`config.mk`:
```
export PLATFORM = sky130hd
export DESIGN_NAME = mbr_mem_port
export DESIGN_NICKNAME = d
export VERILOG_FILES = /design/src/rtl/mbr_mem_port.sv
export SDC_FILE = /design/constraint.sdc
export NUM_CORES = 1
export LEC_CHECK = 0
export ABC_AREA = 1
export BUFFER_PORTS_ARGS = -buffer_cell sky130_fd_sc_hd__buf_2
export CAP_MARGIN = 10
export CORE_UTILIZATION = 35
export DETAILED_ROUTE_END_ITERATION = 12
export PLACE_DENSITY_LB_ADDON = 0.05
export SLEW_MARGIN = 0
export SYNTH_ARGS = -nofsm -noshare
export SYNTH_HDL_FRONTEND = slang
export SYNTH_SLANG_ARGS = --single-unit
```
`constraint.sdc`:
```
create_clock -name CLK -period 2.3 [get_ports CLK]
set_input_delay 0.115 -clock CLK [delete_from_list [all_inputs] [get_ports CLK]]
set_output_delay 0.115 -clock CLK [all_outputs]
set_load 0.01 [all_outputs]
```
`src/rtl/mbr_mem_port.sv`:
```
// ============================================================================
// mbr_mem_port : memory buffer register and four-phase REQ/ACK RAM controller
// Rev 1.0
// ============================================================================
`timescale 1ns/1ps
`default_nettype none

module mbr_mem_port #(
  parameter int ADDR_W  = 8,
  parameter int DATA_W  = 16,
  parameter int TIMEOUT = 15
) (
  input  logic              CLK,
  input  logic              RST,
  input  logic [31:0]       CON,
  input  logic [ADDR_W-1:0] MAR_IN,
  input  logic [DATA_W-1:0] ACC_IN,
  input  logic [DATA_W-1:0] MEM_RDATA,
  input  logic              MEM_ACK,
  output logic              MEM_REQ,
  output logic              MEM_WE,
  output logic [ADDR_W-1:0] MEM_ADDR,
  output logic [DATA_W-1:0] MEM_WDATA,
  output logic [DATA_W-1:0] MBR_OUT,
  output logic              BUSY,
  output logic              ERR
);

  typedef enum logic [1:0] {
    S_IDLE   = 2'd0,
    S_RD_REQ = 2'd1,
    S_WR_REQ = 2'd2,
    S_REL    = 2'd3
  } state_t;

  localparam logic [7:0] C_TIMEOUT = 8'(TIMEOUT);

  state_t     r_state;
  logic [7:0] r_cnt;

  logic       w_rd;
  logic       w_wr;
  logic       w_ld;
  logic [7:0] w_cnt_nxt;
  logic       w_expired;
  logic       w_unused;

  assign w_rd      = CON[3];
  assign w_wr      = CON[4];
  assign w_ld      = CON[6];
  assign w_unused  = ^{CON[31:7], CON[5], CON[2:0]};
  assign w_cnt_nxt = r_cnt + 8'd1;
  // Abort on the edge where this wait cycle would bring the count to TIMEOUT
  assign w_expired = (w_cnt_nxt >= C_TIMEOUT);

  always_ff @(posedge CLK or posedge RST) begin
    if (RST) begin
      r_state   <= S_IDLE;
      r_cnt     <= 8'd0;
      MEM_REQ   <= 1'b0;
      MEM_WE    <= 1'b0;
      MEM_ADDR  <= '0;
      MEM_WDATA <= '0;
      MBR_OUT   <= '0;
      BUSY      <= 1'b0;
      ERR       <= 1'b0;
    end else begin
      case (r_state)
        S_IDLE: begin
          if (w_rd && w_wr) begin
            ERR <= 1'b1;
          end else if (w_rd || w_wr) begin
            MEM_ADDR <= MAR_IN;
            MEM_WE   <= w_wr;
            MEM_REQ  <= 1'b1;
            BUSY     <= 1'b1;
            ERR      <= 1'b0;
            r_cnt    <= 8'd0;
            if (w_wr) MEM_WDATA <= MBR_OUT;
            r_state  <= w_wr ? S_WR_REQ : S_RD_REQ;
          end else if (w_ld) begin
            MBR_OUT <= ACC_IN;
          end
        end
        S_RD_REQ, S_WR_REQ: begin
          if (MEM_ACK) begin
            if (r_state == S_RD_REQ) MBR_OUT <= MEM_RDATA;
            MEM_REQ <= 1'b0;
            r_cnt   <= 8'd0;
            r_state <= S_REL;
          end else if (w_expired) begin
            MEM_REQ <= 1'b0;
            ERR     <= 1'b1;
            r_cnt   <= 8'd0;
            r_state <= S_REL;
          end else begin
            r_cnt <= w_cnt_nxt;
          end
        end
        S_REL: begin
          if (!MEM_ACK || w_expired) begin
            if (MEM_ACK) ERR <= 1'b1;
            MEM_WE  <= 1'b0;
            BUSY    <= 1'b0;
            r_cnt   <= 8'd0;
            r_state <= S_IDLE;
          end else begin
            r_cnt <= w_cnt_nxt;
          end
        end
        default: r_state <= S_IDLE;
      endcase
    end
  end

endmodule

`default_nettype wire

```
# == After elaboration in Yosys (flattened, before gate mapping) ==
# Index checks and enable logic that the tools add are counted.
# word_totals
register_bits,54
inputBits,75
output_inout_bits,44
# op_classes
n_reduce_logical,16
bitwise_logic,1
order_cmp,1
n_addsub,1
n_eq_ne,15
mux,36
# op_table
operator,count
$mux 16,5
$mux 8,5
$pmux 16 s2,1
$pmux 8 s3,1
$ne 2x2->1 const B,10
$reduce_and 4->1,4
$mux 1,13
$mux 2,6
$add 8x1->8 const B,1
$ge 8x4->1 const B,1
$ne 3x3->1 const B,2
$pmux 1 s2,3
$pmux 2 s3,1
$reduce_and 6->1,1
$reduce_and 5->1,1
$eq 2x2->1 const B,2
$reduce_bool 2->1,2
$pmux 1 s3,1
$reduce_and 3->1,1
$eq 2x1->1 const B,1
$logic_not 2->1,1
$logic_or 1x1->1,2
$reduce_and 2->1,1
$reduce_or 2->1,1
other kinds (3),3

# == Logic depth before layout (Yosys ltp) ==
# Gate-level depths: netlist of run 1.
# logic_depth
ltp_word,5
depth_mapped,11

# == Worst setup path before layout of run 1 ==
# Ideal clock, no wire load.
# synth_timing
kind,reg-to-reg
start,register r_state[1]
end,register MBR_OUT[0]
setup_ns,0.130
t_arrival_ns,1.613
period_less_slack_ns,1.742
setup_slack_ns,0.558
path_stages_with_launch,8
cell_sequence,dfrtp_1 > inv_1 > ha_1 > buf_2 > nand2_2 > a211oi_4 > buf_2 > a31oi_1
# synth_via
elab_chain_len,4
elab_cells_between_ends,12
cone_classes,7 x eq/ne; 1 x mux; 4 x reduce/logical
# synth_lines
item,line_no,text
start: declaration,38,state_t r_state;
start signal: assignment,80,r_state <= w_wr ? S_WR_REQ : S_RD_REQ;
$eq 2x1->1 / $eq 2x2->1 (equally long branches),"68, 87",
$reduce_or 2->1,68,case (r_state)
$ne 2x2->1 (no line) / $reduce_bool 2->1 (equally long branches),-,
$reduce_and 6->1 (no line),-,
end signal: assignment,64,MBR_OUT <= '0;
end signal: assignment,82,MBR_OUT <= ACC_IN;
end signal: assignment,87,if (r_state == S_RD_REQ) MBR_OUT <= MEM_RDATA;
end: declaration,24,"output logic [DATA_W-1:0] MBR_OUT,"
# Parallel ways exist; a longest one is shown, timed or not.
# A chain may end at the register's enable or synchronous reset.

# == Worst setup path after layout of run 1 ==
# layout_timing
start,register r_state[0]
end,register MBR_OUT[5]
# The elaborated chain is that of the path after synthesis.

==> impl_metrics.json, run 1 <==
{
  "drt_iter0_drc": 61,
  "crit_fanout": 32,
  "drive_gt1_frac": 0.404,
  "die_w_um": 88.9,
  "clock_latency_ns": 0.31,
  "ys_ff_latch": 54,
  "yosys-top-cells-count": "70 x nand2_1, 54 x dfrtp_1, 27 x nor2_1",
  "core_um2": 7290,
  "p_leak_nw": 1.64,
  "drv_cap": 0,
  "slew_viol_final": 0,
  "cts_made_buffers": 5,
  "worst-slew-pin-transition_ns": 0.609,
  "switchingPower_mw": 1.89,
  "grt_pass1_wl_um": 9300,
  "hold_class": "in2reg",
  "cts_setup_buffers": 0,
  "grt_max_degree": 33,
  "seq_power_share": 0.353,
  "start_util": 0.363,
  "crit_arrival_ns": 2.24,
  "clockBufferDepth": 2,
  "n_antenna_cell": 0,
  "htree_levels": 2,
  "die_height_um": 88.9,
  "clock_sinks": 54,
  "relSlewSlack": 0.594,
  "final-setup-viol-count": 0,
  "status": "completed",
  "antenna_found_initial": 0,
  "grt_overflow": 0,
  "worst_setup_path_start_kind": "flip-flop",
  "synth_area_um2": 2640,
  "internal-power_mw": 2.71,
  "finish.instance_area_um2": 3350,
  "tns_ns": 0,
  "min_period_ns": 2.00,
  "crit_path_end_kind": "flip-flop",
  "fin_util": 0.460,
  "final_nets": 445,
  "place_inst": 451,
  "synth_warnings": 0,
  "drc": 0,
  "finalWeightedCongestion": 0.734,
  "crit_type": "reg2reg",
  "finalPower_mw": 4.60,
  "die_area_um2": 7900,
  "ys.flop_type": "dfrtp_1",
  "p_per_area_nw_per_um2": 1370,
  "placement.io_buffers": 89,
  "synth-simple-area-share": 0.214,
  "dpl.hpwl_um": 4180,
  "wl_per_cell_um": 12.5,
  "grt_pass1_vias": 2003,
  "finalHoldViolCount": 0,
  "viasPerCell": 4.58,
  "cts_tree": "built",
  "holdWs_ns": 0.0292,
  "syn_area_per_cell_um2": 9.94,
  "drtAntennaViolNets": 0,
  "synth-xor-area-share": 0.00663,
  "worstPathRequired_ns": 2.54,
  "peakVddDrop_mv": 0.523,
  "fill_cells": 759,
  "areaGrowthSynthToFinish_pct": 26.9,
  "fmax_ghz": 0.499,
  "wl_um": 5750,
  "ioPinCount": 119,
  "post_dp_cell_area_um2": 3230,
  "synth.most_common_cell": "nand2_1",
  "synth.area.mux_share": 0.102,
  "clkTransAtPathRegs_ns": 0.10,
  "rsz0062_at_grt": "no",
  "ys_top_cells_by_area": "dfrtp_1 51%, mux2_2 10%, nand2_1 9.9%, ha_1 4.7%, nor2_1 3.8%",
  "pre_cts_slack_ns": 0.292,
  "combPwrFrac": 0.502,
  "drtPass1Iterations": 4,
  "instances_no_fill": 460,
  "synth_top_family_by_area": "simple AND/OR/NAND/NOR gates",
  "netlist_instances": 266,
  "synth-compound-area-share": 0.0691,
  "swShare": 0.411,
  "synth_top_area_frac": 0.511,
  "cts-root-buf": "clkbuf_8",
  "synthAdderAreaFrac": 0.0473,
  "via_count": 2105,
  "synth_seq_area_share": 0.511,
  "period_share": 0.871,
  "fin_worst_skew_ns": 0.00622,
  "grt_usage": 0.154,
  "pwr-share-clk": 0.144,
  "setup_ws_ns": 0.298,
  "synth_edf_count": 0,
  "syn-num-nets": 351,
  "synth_cell_type_count": 31,
  "ys_async_sr_fraction": 1.00,
  "rows": 31,
  "yosysTopAreaCell": "dfrtp_1"
}
[critical path, stage by stage, from the launching register on]
cell and delay [ns]:
dfrtp_1 0.42, inv_1 0.11, ha_1 0.44, nand4_1 0.23, a211oi_4 0.30, buf_12 0.22
nor2_1 0.05, a31oi_1 0.15
[layout make-up]
type	instances	area [µm²]	area share
clock buffer	5	68.8	0.0205
clock inverter	3	48.8	0.0145
inverter	19	73.8	0.0220
multi-input combinational	184	1160	0.347
sequential	54	1350	0.403
tap	99	124	0.0369
timing repair buffer	96	526	0.157
[layer usage]
layer / track usage / part of all wire
met5: 0 / 0
met4: 0.0484 / 0.013
met3: 0.0342 / 0.044
met2: 0.245 / 0.47
met1: 0.211 / 0.48
[cell families after synthesis]
| family | count (synthesis) |
|---|---|
| xor gates and xnor gates | 2 |
| adders and majority gates | 10 |
| buffers and inverters | 28 |
| muxes | 24 |
| and+or+nand+nor | 121 |
| DFF | 54 |
| AOI/OAI and AO/OA | 27 |
[worst paths after layout]
kind | from | endpoint | slack [ns] | depth (start not counted)
worst max-delay path | r_state[0] | MBR_OUT[5] | 0.30 | 7
worst min-delay path | MAR_IN[1] | MEM_ADDR[1] | 0.03 | 2
worst max register to register | r_state[0] | MBR_OUT[5] | 0.30 | 7
worst min register to register | BUSY | BUSY | 0.48 | 2
max in group asynchronous | RST | MEM_WDATA[4] | 1.33 | 4
min in group asynchronous | RST | MEM_WDATA[8] | 0.42 | 3
[sequential cells by signal, summed over array words and instances (netlist names)]
register,cells
MEM_REQ,1
r_state,2
ERR,1
MBR_OUT,16
MEM_WE,1
MEM_WDATA,16
r_cnt,8
BUSY,1
MEM_ADDR,8
[power by group through the flow]
stage | clock network (mW) | registers (mW) | logic, mW
final | 0.664 | 1.63 | 2.31
after global routing | 0.736 | 1.69 | 2.60
after CTS | 0.701 | 1.63 | 2.35
after detailed placement | 0 | 1.64 | 2.36
after global placement | 0 | 1.63 | 2.33
after floorplan | 0 | 1.82 | 1.38
[layout by cell type (no fill, tap or decap), drive strengths merged]
cell / netlist / final
ha: 10 / 10
o211ai: 1 / 1
a221oi: 1 / 1
inv: 19 / 20
o21ai: 5 / 5
o21bai: 1 / 1
bufinv: 0 / 1
xor2: 2 / 2
nand3: 13 / 13
a31oi: 16 / 16
mux2: 24 / 24
dlygate4sd3: 0 / 1
nand4: 4 / 4
a211oi: 1 / 1
buf: 6 / 95
nand2: 74 / 74
clkbuf: 3 / 5
a21oi: 2 / 2
dfrtp: 54 / 54
nor2: 30 / 30
clkinvlp: 0 / 1
[repair_timing]
action | in CTS | in global routing
gates resized for setup | 0 | 0
hold endpoints to repair | 26 | 0
hold buffers | 1 | 0
Power figures use the tool's default switching activity.
==> inputs of run 2 (changes only) <==
- CTS_CLUSTER_SIZE: not set -> 16
- MAX_ROUTING_LAYER: not set -> met4
- clock period: 2.3 -> 2.5 ns (I/O delays scaled with it)
==> run 2 against run 1 <==
Against the previous run:
- highest routed layer unchanged
- critical endpoint is now MBR_OUT[15]
- largest cell class unchanged
- clock skew increased by 0.0053 ns
- global-route usage up 0.33 points
- count of clock-buffer cells in the layout rose by 1
==> impl_metrics.json, run 2 (synthesis gave the netlist of run 1 again) <==
{
  "grt_pass1_wl_um": 9180,
  "wl_per_cell_um": 12.5,
  "swShare": 0.421,
  "holdWs_ns": 0.0473,
  "wl_um": 5750,
  "place_inst": 451,
  "clockBufferDepth": 2,
  "grt_usage": 0.158,
  "holdPathStages": 2,
  "crit_path_end_kind": "flip-flop",
  "hold-path-endpoint": "MEM_ADDR[3]",
  "viasPerCell": 4.54,
  "grt_pass1_vias": 1969,
  "cts_tree": "built",
  "clock_sinks": 54,
  "combPwrFrac": 0.514,
  "finalHoldViolCount": 0,
  "top_regs": "MBR_OUT: 16 flops, MEM_WDATA: 16 flops",
  "drtAntennaViolNets": 0,
  "antenna_found_initial": 0,
  "drc": 0,
  "worstHoldStart": "MAR_IN[3]",
  "switchingPower_mw": 1.72,
  "worstPathRequired_ns": 2.72,
  "crit_fanout": 32,
  "fill_cells": 778,
  "areaGrowthSynthToFinish_pct": 25.2,
  "final-setup-viol-count": 0,
  "period_share": 0.815,
  "multiInputGateArea_um2": 1160,
  "p_per_area_nw_per_um2": 1230,
  "slew_viol_final": 0,
  "finalWeightedCongestion": 0.766,
  "via_count": 2087,
  "setup_ws_ns": 0.461,
  "tns_ns": 0,
  "clkTransAtPathRegs_ns": 0.09,
  "cts_made_buffers": 5,
  "fmax_ghz": 0.491,
  "finish.instance_area_um2": 3310,
  "die_height_um": 88.9,
  "r2r_end": "MBR_OUT[15]",
  "post_dp_cell_area_um2": 3210,
  "rrSetupSlack_ns": 0.46,
  "pre_cts_slack_ns": 0.432,
  "rr_worst_depth": 7,
  "rows": 31,
  "die_w_um": 88.9,
  "dpl.hpwl_um": 4210,
  "worst-slew-pin-transition_ns": 0.434,
  "final_cell_mix": "89 x buf_2, 70 x nand2_1, 54 x dfrtp_1",
  "seq_power_share": 0.368,
  "internal-power_mw": 2.36,
  "placement.io_buffers": 89,
  "finalPower_mw": 4.08,
  "critPathSlowestCell": "ha_1",
  "drtPass1Iterations": 4,
  "seq_area_um2": 1350,
  "grt_overflow": 0,
  "final_common_cell": "buf_2",
  "fin_util": 0.454,
  "drt_iter0_drc": 68,
  "rsz0062_at_grt": "no",
  "drive_gt1_frac": 0.402,
  "rr_startpoint": "r_state[0]",
  "hold_class": "in2reg",
  "critPathMaxStageDelay_ns": 0.43,
  "ioPinCount": 119,
  "status": "completed",
  "die_area_um2": 7900,
  "cts-root-buf": "clkbuf_8",
  "relSlewSlack": 0.710,
  "min_period_ns": 2.04,
  "crit_type": "reg2reg",
  "htree_levels": 2,
  "grt_max_degree": 55,
  "instances_no_fill": 460,
  "core_um2": 7290,
  "p_leak_nw": 1.63,
  "worst_setup_path_start_kind": "flip-flop",
  "fin_worst_skew_ns": 0.0115,
  "peakVddDrop_mv": 0.479,
  "drv_cap": 0,
  "pwr-share-clk": 0.118,
  "cp_cell_sequence": "inv_1, ha_1, nand4_1, a211oi_4, buf_4, nor2_1, a31oi_1",
  "final_nets": 445,
  "clock_latency_ns": 0.30,
  "start_util": 0.363,
  "n_antenna_cell": 0,
  "crit_arrival_ns": 2.26
}
## run 2: changes by cell type in the layout (fill, tap and decap cells not counted)
cell        before  now
buf_12           2    1
buf_4            4    5
bufinv_16        1    0
clkbuf_1         0    1
clkinv_2         0    1
clkinv_4         0    1
clkinvlp_4       1    0
inv_8            1    0
## run 2: final cells by class
type	instances	share of cell area
inverters	19	0.0223
flip-flops and latches	54	0.408
clock inverters	2	0.00416
multi-input cells	184	0.351
repair buffers	96	0.155
clock buffers	6	0.0219
well taps	99	0.0374
## run 2: routing by layer
layer,track usage,vias to the layer above,part of all wire
met2,0.241,60,0.47
met5,-,-,0
met1,0.213,958,0.47
met3,0.0314,6,0.051
met4,0.0425,0,0.0089
li1,-,1063,-
## run 2: timing repair
action,CTS,global route
hold buffers,1,0
endpoints found under the hold margin,54,0
buffers inserted,0,0
gates resized for setup,0,0
## run 2: power by group through the flow
stage	Combinational [mW]	Clock [mW]	Sequential [mW]
after floorplan	1.27	0	1.68
after global placement	2.11	0	1.51
after detailed placement	2.14	0	1.52
after CTS	2.14	0.508	1.51
after global routing	2.37	0.545	1.56
final	2.09	0.481	1.50
## run 2: worst max-delay path by stage
stage,start,slack [ns],cells after the start,end
floorplan,r_state[1],0.76,7,MBR_OUT[0]
CTS,r_state[0],0.42,7,MBR_OUT[15]
global placement,r_state[0],0.45,7,MBR_OUT[14]
global route,r_state[0],0.21,7,MBR_OUT[15]
detailed placement,r_state[0],0.43,7,MBR_OUT[11]
finish,r_state[0],0.46,7,MBR_OUT[15]
## run 2: critical path, delay by kind of cell (launching register included)
kind                     cells  cell delay [ns]
AND/OR/NAND/NOR              2             0.29
adder cells (fa/ha/maj)      1             0.43
AO/OA/AOI/OAI                2             0.38
flip-flops                   1             0.41
buffers and inverters        2             0.44
